File: config.mk
export PLATFORM = sky130hd
export DESIGN_NAME = branch_history_table_flat
export DESIGN_NICKNAME = d
export VERILOG_FILES = /design/src/rtl/bp_pkg.sv /design/src/rtl/branch_history_table_if.sv /design/src/rtl/sat_counter.sv /design/src/rtl/branch_history_table.sv /design/src/flat_wrapper.sv
export SDC_FILE = /design/constraint.sdc
export NUM_CORES = 1
export LEC_CHECK = 0
export BUFFER_PORTS_ARGS = -buffer_cell sky130_fd_sc_hd__clkbuf_2
export CAP_MARGIN = 30
export CORE_ASPECT_RATIO = 1.1
export CORE_MARGIN = 1
export CORE_UTILIZATION = 45
export DETAILED_ROUTE_END_ITERATION = 10
export REMOVE_ABC_BUFFERS = 1
export SLEW_MARGIN = 25
export SYNTH_ARGS = -nofsm -noshare
export SYNTH_HDL_FRONTEND = slang
export SYNTH_SLANG_ARGS = --single-unit
File: constraint.sdc
create_clock -name clk_i -period 5.6 [get_ports clk_i]
set_clock_uncertainty 0.15 [all_clocks]
set_input_delay 0.84 -clock clk_i [delete_from_list [all_inputs] [get_ports clk_i]]
set_output_delay 0.84 -clock clk_i [all_outputs]
set_load 0.05 [all_outputs]
File: src/rtl/bp_pkg.sv
// Shared types and helpers for the branch predictor table.
package bp_pkg;

  typedef enum logic [0:0] {
    BP_BIMODAL,
    BP_GSHARE
  } bp_mode_t;

  // Widest counter the helper functions handle.
  localparam int unsigned MaxCtrW = 16;

  // Weak-untaken init value for the common 2-bit counter.
  localparam logic [1:0] CtrWeakUntaken2 = 2'b01;

  // Weakly-untaken value for an arbitrary counter width: 2**(width-1)-1.
  function automatic logic [MaxCtrW-1:0] weak_untaken(int unsigned width);
    return (MaxCtrW'(1) << (width - 1)) - MaxCtrW'(1);
  endfunction

  // Saturating increment (taken) or decrement (untaken) of a width-bit counter.
  function automatic logic [MaxCtrW-1:0] sat_next(logic [MaxCtrW-1:0] ctr, logic taken,
                                                  int unsigned width);
    logic [MaxCtrW-1:0] max_val;
    max_val = {MaxCtrW{1'b1}} >> (MaxCtrW - width);
    if (taken) begin
      return (ctr == max_val) ? ctr : ctr + MaxCtrW'(1);
    end
    return (ctr == '0) ? ctr : ctr - MaxCtrW'(1);
  endfunction

endpackage

File: src/rtl/branch_history_table_if.sv
// Fetch/execute signal bundle between the pipeline and the branch history table.
interface branch_history_table_if #(
  parameter int unsigned XLEN  = 32,
  parameter int unsigned IDX_W = 6
);
  logic [XLEN-1:0]  pc_f;           // fetch PC
  logic             pc_src_pred_f;  // predicted taken
  logic [IDX_W-1:0] pred_idx_f;     // index used for the prediction
  logic             update_en_e;    // resolved conditional branch in execute
  logic [IDX_W-1:0] update_idx_e;   // index carried down with that branch
  logic             pc_src_res_e;   // resolved outcome, 1 = taken
  logic [IDX_W-1:0] ghr;            // global history (observability)

  // Pipeline side.
  modport master (
    output pc_f, update_en_e, update_idx_e, pc_src_res_e,
    input  pc_src_pred_f, pred_idx_f, ghr
  );

  // Predictor side.
  modport slave (
    input  pc_f, update_en_e, update_idx_e, pc_src_res_e,
    output pc_src_pred_f, pred_idx_f, ghr
  );
endinterface

File: src/rtl/sat_counter.sv
// One saturating predictor counter; next_o is the value it would take on an update.
module sat_counter
  import bp_pkg::*;
#(
  parameter int unsigned CTR_W = 2
) (
  input  logic             clk_i,
  input  logic             reset_i,
  input  logic             enable_i,
  input  logic             taken_i,
  output logic [CTR_W-1:0] ctr_o,
  output logic [CTR_W-1:0] next_o
);

  localparam logic [CTR_W-1:0] InitVal = CTR_W'(weak_untaken(CTR_W));

  logic [CTR_W-1:0] ctr_q, ctr_d;

  // Saturated step in the resolved direction.
  always_comb begin
    next_o = CTR_W'(sat_next(MaxCtrW'(ctr_q), taken_i, CTR_W));
    ctr_d  = enable_i ? next_o : ctr_q;
  end

  // Counter state; reset wins over any concurrent update.
  always_ff @(posedge clk_i or posedge reset_i) begin
    if (reset_i) begin
      ctr_q <= InitVal;
    end else begin
      ctr_q <= ctr_d;
    end
  end

  assign ctr_o = ctr_q;

endmodule

File: src/rtl/branch_history_table.sv
// Table of saturating-counter branch predictors with bimodal or gshare indexing.
module branch_history_table
  import bp_pkg::*;
#(
  parameter int unsigned XLEN   = 32,
  parameter int unsigned IDX_W  = 6,
  parameter int unsigned CTR_W  = 2,
  parameter bp_mode_t    MODE   = BP_BIMODAL,
  parameter bit          BYPASS = 1'b0
) (
  input  logic                   clk_i,
  input  logic                   reset_i,
  branch_history_table_if.slave  bus
);

  localparam int unsigned NumEntries = 1 << IDX_W;

  logic [CTR_W-1:0] ctr  [NumEntries];
  logic [CTR_W-1:0] next [NumEntries];
  logic [IDX_W-1:0] ghr_q, ghr_d;
  logic [IDX_W-1:0] base_idx, rd_idx;
  logic [CTR_W-1:0] rd_ctr;
  logic             unused_pc;

  assign base_idx  = bus.pc_f[IDX_W+1:2];
  assign unused_pc = ^{bus.pc_f[XLEN-1:IDX_W+2], bus.pc_f[1:0]};

  for (genvar i = 0; i < int'(NumEntries); i++) begin : g_ctr
    sat_counter #(
      .CTR_W (CTR_W)
    ) u_ctr (
      .clk_i    (clk_i),
      .reset_i  (reset_i),
      .enable_i (bus.update_en_e && (bus.update_idx_e == IDX_W'(i))),
      .taken_i  (bus.pc_src_res_e),
      .ctr_o    (ctr[i]),
      .next_o   (next[i])
    );
  end

  // History only advances on resolved branches; bimodal keeps it at zero.
  if (MODE == BP_GSHARE) begin : g_gshare
    logic [IDX_W-1:0] ghr_shift;
    if (IDX_W == 1) begin : g_one
      assign ghr_shift = bus.pc_src_res_e;
    end else begin : g_many
      assign ghr_shift = {ghr_q[IDX_W-2:0], bus.pc_src_res_e};
    end
    // Next history: shift in the resolved outcome.
    always_comb begin
      ghr_d = ghr_q;
      if (bus.update_en_e) ghr_d = ghr_shift;
    end
  end else begin : g_bimodal
    // Next history: always zero.
    always_comb begin
      ghr_d = '0;
    end
  end

  // Global history register.
  always_ff @(posedge clk_i or posedge reset_i) begin
    if (reset_i) begin
      ghr_q <= '0;
    end else begin
      ghr_q <= ghr_d;
    end
  end

  // Fetch index uses the pre-update history; optional forwarding of a same-index update.
  always_comb begin
    rd_idx = (MODE == BP_GSHARE) ? (base_idx ^ ghr_q) : base_idx;
    rd_ctr = ctr[rd_idx];
    if (BYPASS && bus.update_en_e && (bus.update_idx_e == rd_idx)) begin
      rd_ctr = next[rd_idx];
    end
  end

  assign bus.pred_idx_f    = rd_idx;
  assign bus.pc_src_pred_f = rd_ctr[CTR_W-1];
  assign bus.ghr           = ghr_q;

endmodule

File: src/flat_wrapper.sv
// flat-port wrapper written by rule: the top's interface ports become plain ports
module branch_history_table_flat import bp_pkg::*;
#(
  parameter int unsigned XLEN   = 32,
  parameter int unsigned IDX_W  = 6,
  parameter int unsigned CTR_W  = 2,
  parameter bp_mode_t    MODE   = BP_BIMODAL,
  parameter bit          BYPASS = 1'b0
)
  (clk_i, reset_i, bus_pc_f, bus_update_en_e, bus_update_idx_e, bus_pc_src_res_e, bus_pc_src_pred_f, bus_pred_idx_f, bus_ghr);
  branch_history_table_if #(.XLEN(XLEN), .IDX_W(IDX_W)) bus_i ();
  input  logic clk_i;
  input  logic reset_i;
  input wire logic [$bits(bus_i.pc_f)-1:0] bus_pc_f;
  input wire logic [$bits(bus_i.update_en_e)-1:0] bus_update_en_e;
  input wire logic [$bits(bus_i.update_idx_e)-1:0] bus_update_idx_e;
  input wire logic [$bits(bus_i.pc_src_res_e)-1:0] bus_pc_src_res_e;
  output wire logic [$bits(bus_i.pc_src_pred_f)-1:0] bus_pc_src_pred_f;
  output wire logic [$bits(bus_i.pred_idx_f)-1:0] bus_pred_idx_f;
  output wire logic [$bits(bus_i.ghr)-1:0] bus_ghr;
  assign bus_i.pc_f = bus_pc_f;
  assign bus_i.update_en_e = bus_update_en_e;
  assign bus_i.update_idx_e = bus_update_idx_e;
  assign bus_i.pc_src_res_e = bus_pc_src_res_e;
  assign bus_pc_src_pred_f = bus_i.pc_src_pred_f;
  assign bus_pred_idx_f = bus_i.pred_idx_f;
  assign bus_ghr = bus_i.ghr;
  branch_history_table #(.XLEN(XLEN), .IDX_W(IDX_W), .CTR_W(CTR_W), .MODE(MODE), .BYPASS(BYPASS)) u_core (.clk_i(clk_i), .reset_i(reset_i), .bus(bus_i));
endmodule
Word-level counts from Yosys, hierarchy flattened
Index checks and enable logic that the tools add are counted.

storage, ports and cells
  logic and storage cells = 902
  register bits after elaboration = 128
  bits in read-only memories = 0
  output and inout bits = 13
  bits of input ports = 42
  latch bits = 0
  memories kept = 0
  RAM bits = 0

operators by class
  add/subtract/negate cells = 128
  $lt $le $gt $ge = 1
  reductions and logical operators = 193
  multiply operators = 0
  multiplexer cells = 260
  shift operators = 0
  bitwise gates (word level) = 1
  divide/modulo/power cells = 0
  equality and inequality tests = 255

operator list
  kind                                                                 number
  2-bit two-way mux                                                    258
  6-bit == test (second input constant)                                32
  3-bit != test (second input constant)                                64
  3-bit AND reduction                                                  64
  2-bit by 1-bit adder with 2-bit output (second input constant)       64
  2-bit == test (second input constant)                                64
  2-bit logical NOT                                                    64
  2-bit by 1-bit subtractor with 2-bit output (second input constant)  64
  2-bit by 1-bit != test with 1-bit output (second input constant)     63
  6-bit by 5-bit == test with 1-bit output (second input constant)     16
  1-bit logical AND                                                    64
  6-bit by 4-bit == test with 1-bit output (second input constant)     8
  6-bit by 3-bit == test with 1-bit output (second input constant)     4
  2-bit binary-select mux with 6-bit select                            1
  6-bit by 2-bit == test with 1-bit output (second input constant)     2
  7-bit greater-or-equal comparator (second input constant)            1
  6-bit NOT with 7-bit output                                          1
  6-bit by 1-bit == test with 1-bit output (second input constant)     1
  6-bit logical NOT                                                    1
  2-bit != test (second input constant)                                1
  1-bit two-way mux                                                    1

Depth between registers and ports, before layout
  depth after elaboration = 4
  mapped depth = 7
  gate-level depth less buffers = 5

Cells and area by module
From an unflattened synthesis, not the netlist that was laid out.

second synthesis, totals
  cells, all modules = 1,046
  area, all modules = 8,889.8 um2

by module, submodules not included
  module                cells each  seq. area each (um2)  area each (um2)  instances
  sat_counter           14          51.3                  122.6            64
  branch_history_table  150         0.0                   1,042.2          1

Worst setup path after synthesis
Ideal clock, no wire load.

  kind = input -> output
  start = input port bus_pc_f[2]
  end = output port bus_pc_src_pred_f
  buffers on the path = 2
  cell stages on the path = 7
  slack = 2,052 ps
  data arrival time = 2,558 ps
  required time = 4,610 ps
  cells stage by stage = buf_2 > buf_4 > mux4_2 > mux2i_1 > mux2i_1 > mux2i_1 > a21oi_1

on the way
  longest elaborated chain between the ends = 4

RTL lines
  what                                                  line                        text
  start, declared                                       flat_wrapper.sv:14          input wire logic [$bits(bus_i.pc_f)-1:0] bus_pc_f;
  6-bit NOT with 7-bit output (implied by the code)     branch_history_table.sv:73  rd_ctr = ctr[rd_idx];
  2-bit binary-select mux with 6-bit select             branch_history_table.sv:73
  2-bit two-way mux (implied by the code) (2 in a row)  branch_history_table.sv:73
  end, declared                                         flat_wrapper.sv:18          output wire logic [$bits(bus_i.pc_src_pred_f)-1:0] bus_pc_src_pred_f;

Every way passes these cells. The select of a mux whose other input is x is not followed.

Worst setup path after layout
Same ends and word-level chain as after synthesis.

==> impl_metrics.py <==
metrics = {
    "outcome": {
        "status": "finished with violations",
        "violations": "design-rule violations",
    },
    "floorplanning": {
        "fp-row-count": 49,
        "core_sq_um": 16300,
        "start_util_pct": 45.9,
        "dieHeight_um": 137,
        "ios": 55,
        "fp.dieW_um": 125,
        "die-area_sq_um": 17100,
    },
    "global_routing": {
        "antenna_found_initial": 0,
        "grt_use_total_pct": 23.4,
        "grt_pass1_wl_mm": 31.0,
        "grt_pass1_vias": 6099,
        "grt_max_degree": 99,
        "grt-ovfl-total": 0,
    },
    "power": {
        "p_per_area_nw_per_um2": 294,
        "irDropWorstVdd_uv": 214,
        "totalPowerFinal_mw": 2.40,
        "p_leak_nw": 3.01,
    },
    "clock_network": {
        "clk_pin_slew_worst_paths_ps": 50,
        "cts_tree": "yes",
        "cts-root-buf": "clkbuf_16",
        "cts.path.max_buffers": 2,
        "clk_latency_ps": 420,
        "clock-sinks": 128,
        "cts_resized": 0,
        "numCtsBuffers": 17,
        "holdBufCountCts": 0,
        "cts.htree.levels": 4,
        "cts_setup_buffers": 0,
    },
    "cells_and_area": {
        "final_nets": 858,
        "mostFrequentLayoutCell": "o21ai_0",
        "layout_common_cells": "o21ai_0 (131), a21oi_1 (112), nor2_1 (86)",
        "fin_cells": 1033,
        "largest_reg_flops": 128,
        "area_delta_synth_final_pct": 9.23,
        "fill_cells": 1507,
        "drive_gt1_share_pct": 19.9,
        "diodes": 0,
    },
    "worst_setup_path": {
        "critPathSlowestCell": "mux4_2",
        "reg2reg_from": "u_core.g_ctr[44].u_ctr.ctr_o[0]",
        "cp_slowest_stage_delay_ps": 570,
        "critPathKind": "in -> out",
        "path_cells": "clkbuf_2 > mux4_2 > mux2i_1 > mux2i_1 > a211oi_1 > a21oi_1 > clkbuf_2",
        "r2r-end": "u_core.g_ctr[44].u_ctr.ctr_o[0]",
        "critPathBufInv": 2,
        "crit_cells": 7,
        "crit_start": "bus_pc_f[2]",
        "worst_ep_required_time_ps": 4610,
        "start_kind": "input port",
        "arrival_ps": 2790,
        "worstSetupEndpoint": "bus_pc_src_pred_f",
        "end_kind": "primary output",
        "r2r_slack_ps": 4310,
        "reg2regPathDepth": 3,
        "critPathMaxFanout": 16,
        "critPathTopFamily": "multiplexers",
    },
    "logic_synthesis": {
        "syn-cell-area_sq_um": 7480,
        "ys_seq_area_share_pct": 43.9,
        "ys_seq_elements": 128,
        "yosys_warnings": 0,
        "synth.distinct_cells": 52,
        "synth_edf_count": 0,
        "synthCells": 832,
        "async_reset_ff_share_pct": 100,
        "synthFlopType": "dfstp_2",
        "avgSynthCellArea_sq_um": 8.99,
    },
    "place": {
        "port_buffers": 22,
        "gp_congestion": 0.776,
        "dpl.hpwl_mm": 12.4,
        "dp_cells": 1001,
    },
    "worst_hold_path": {
        "hold_path_class": "reg -> reg",
        "worstHoldPathCells": 1,
    },
    "timing": {
        "rsz0062_at_grt": "false",
        "fin_setup_tns_ps": 0,
        "hold_violations": 0,
        "min_period_over_period_pct": 67.5,
        "setup_viol": 0,
        "fin_crit_ps": 3780,
        "final_max_slew_viol_count": 0,
        "relSlewSlack_pct": 36.4,
        "fmax_ghz": 0.265,
        "tightest_slew_ps": 954,
    },
    "route": {
        "drt-total-wl_mm": 19.3,
        "detail_route.iter0.violations": 547,
        "drt-vias-per-instance": 6.29,
        "antenna_left": 0,
        "dr.pass1.iters": 8,
        "drt-wirelength-per-cell_um": 18.7,
        "via_count": 6498,
        "drc": 6,
    },
    "run": {
        "maxCapViolCount": 0,
    },
}
## metal layers
layer | share of wire, % | wire [um] | up-vias | GRT usage [%]
met5 | 0 | 0 | - | 0
met2 | 49 | 9410 | 183 | 39.1
li1 | - | - | 3013 | -
met1 | 44 | 8440 | 3269 | 29.9
met3 | 5.0 | 973 | 33 | 4.00
met4 | 2.4 | 469 | 0 | 11.2
## synthesized netlist by cell type, drive strengths merged (17+ instances only)
library cell | count | share of area, %
o21ai | 131 | 8.8
a21oi | 112 | 7.5
nor2 | 88 | 4.5
nand2 | 73 | 3.7
dfrtp | 64 | 21
dfstp | 64 | 22
buf | 38 | 3.2
clkbuf | 31 | 1.6
inv | 31 | 1.6
a31oi | 24 | 2.0
nand3 | 17 | 1.1
o2111ai | 17 | 2.0
## cell type report
class                      instances  area, sq um  area share [%]
inverter                          31          121            1.49
tap                              204          255            3.12
timing repair buffer              29          181            2.22
clock buffer                      27          513            6.28
sequential                       128         3280            40.2
multi-input combinational        609         3740            45.8
clock inverter                     5         75.1           0.919
## per-stage QoR
stage	cell area [sq um]	util (%)	worst slack (ps)	hold WS, ps
after CTS	8170	50.1	1800	342
after global routing	8170	50.1	1650	359
after floorplan	7140	-	1300	306
after global placement	7550	46.3	1810	317
final	8170	50.1	1820	340
after detailed placement	7580	46.5	1800	334
## worst register-to-register path, stage by stage, from the launching register on
cell	delay, ps
dfstp_2	380
or3_1	410
a21bo_2	210
o211ai_1	70
## logic make-up (layout without fill, tap and decap cells)
| logic type | after synthesis | after routing | share of synthesized area [%] |
|---|---|---|---|
| buf+inv | 100 | 92 | 6.34 |
| compound gates | 331 | 331 | 25.5 |
| other cells | 1 | 6 | 0.0501 |
| simple gates | 239 | 239 | 17.1 |
| mux | 33 | 33 | 7.11 |
| flops | 128 | 128 | 43.9 |
## power breakdown
| group | switching [mW] | internal (mW) |
|---|---|---|
| clock network | 0.392 | 0.712 |
| registers | 0.0399 | 1.02 |
| logic | 0.171 | 0.0719 |
| total | 0.603 | 1.80 |
## worst min path at each step
stage                                                from                         endpoint
final                     u_core.g_ctr[20].u_ctr.ctr_o[0]  u_core.g_ctr[20].u_ctr.ctr_o[0]
after global routing      u_core.g_ctr[20].u_ctr.ctr_o[0]  u_core.g_ctr[20].u_ctr.ctr_o[0]
after CTS                 u_core.g_ctr[16].u_ctr.ctr_o[0]  u_core.g_ctr[16].u_ctr.ctr_o[0]
after detailed placement  u_core.g_ctr[16].u_ctr.ctr_o[0]  u_core.g_ctr[16].u_ctr.ctr_o[0]
after global placement    u_core.g_ctr[16].u_ctr.ctr_o[0]  u_core.g_ctr[16].u_ctr.ctr_o[0]
after floorplan           u_core.g_ctr[16].u_ctr.ctr_o[0]  u_core.g_ctr[16].u_ctr.ctr_o[0]
(Power assumes the default switching activity.)
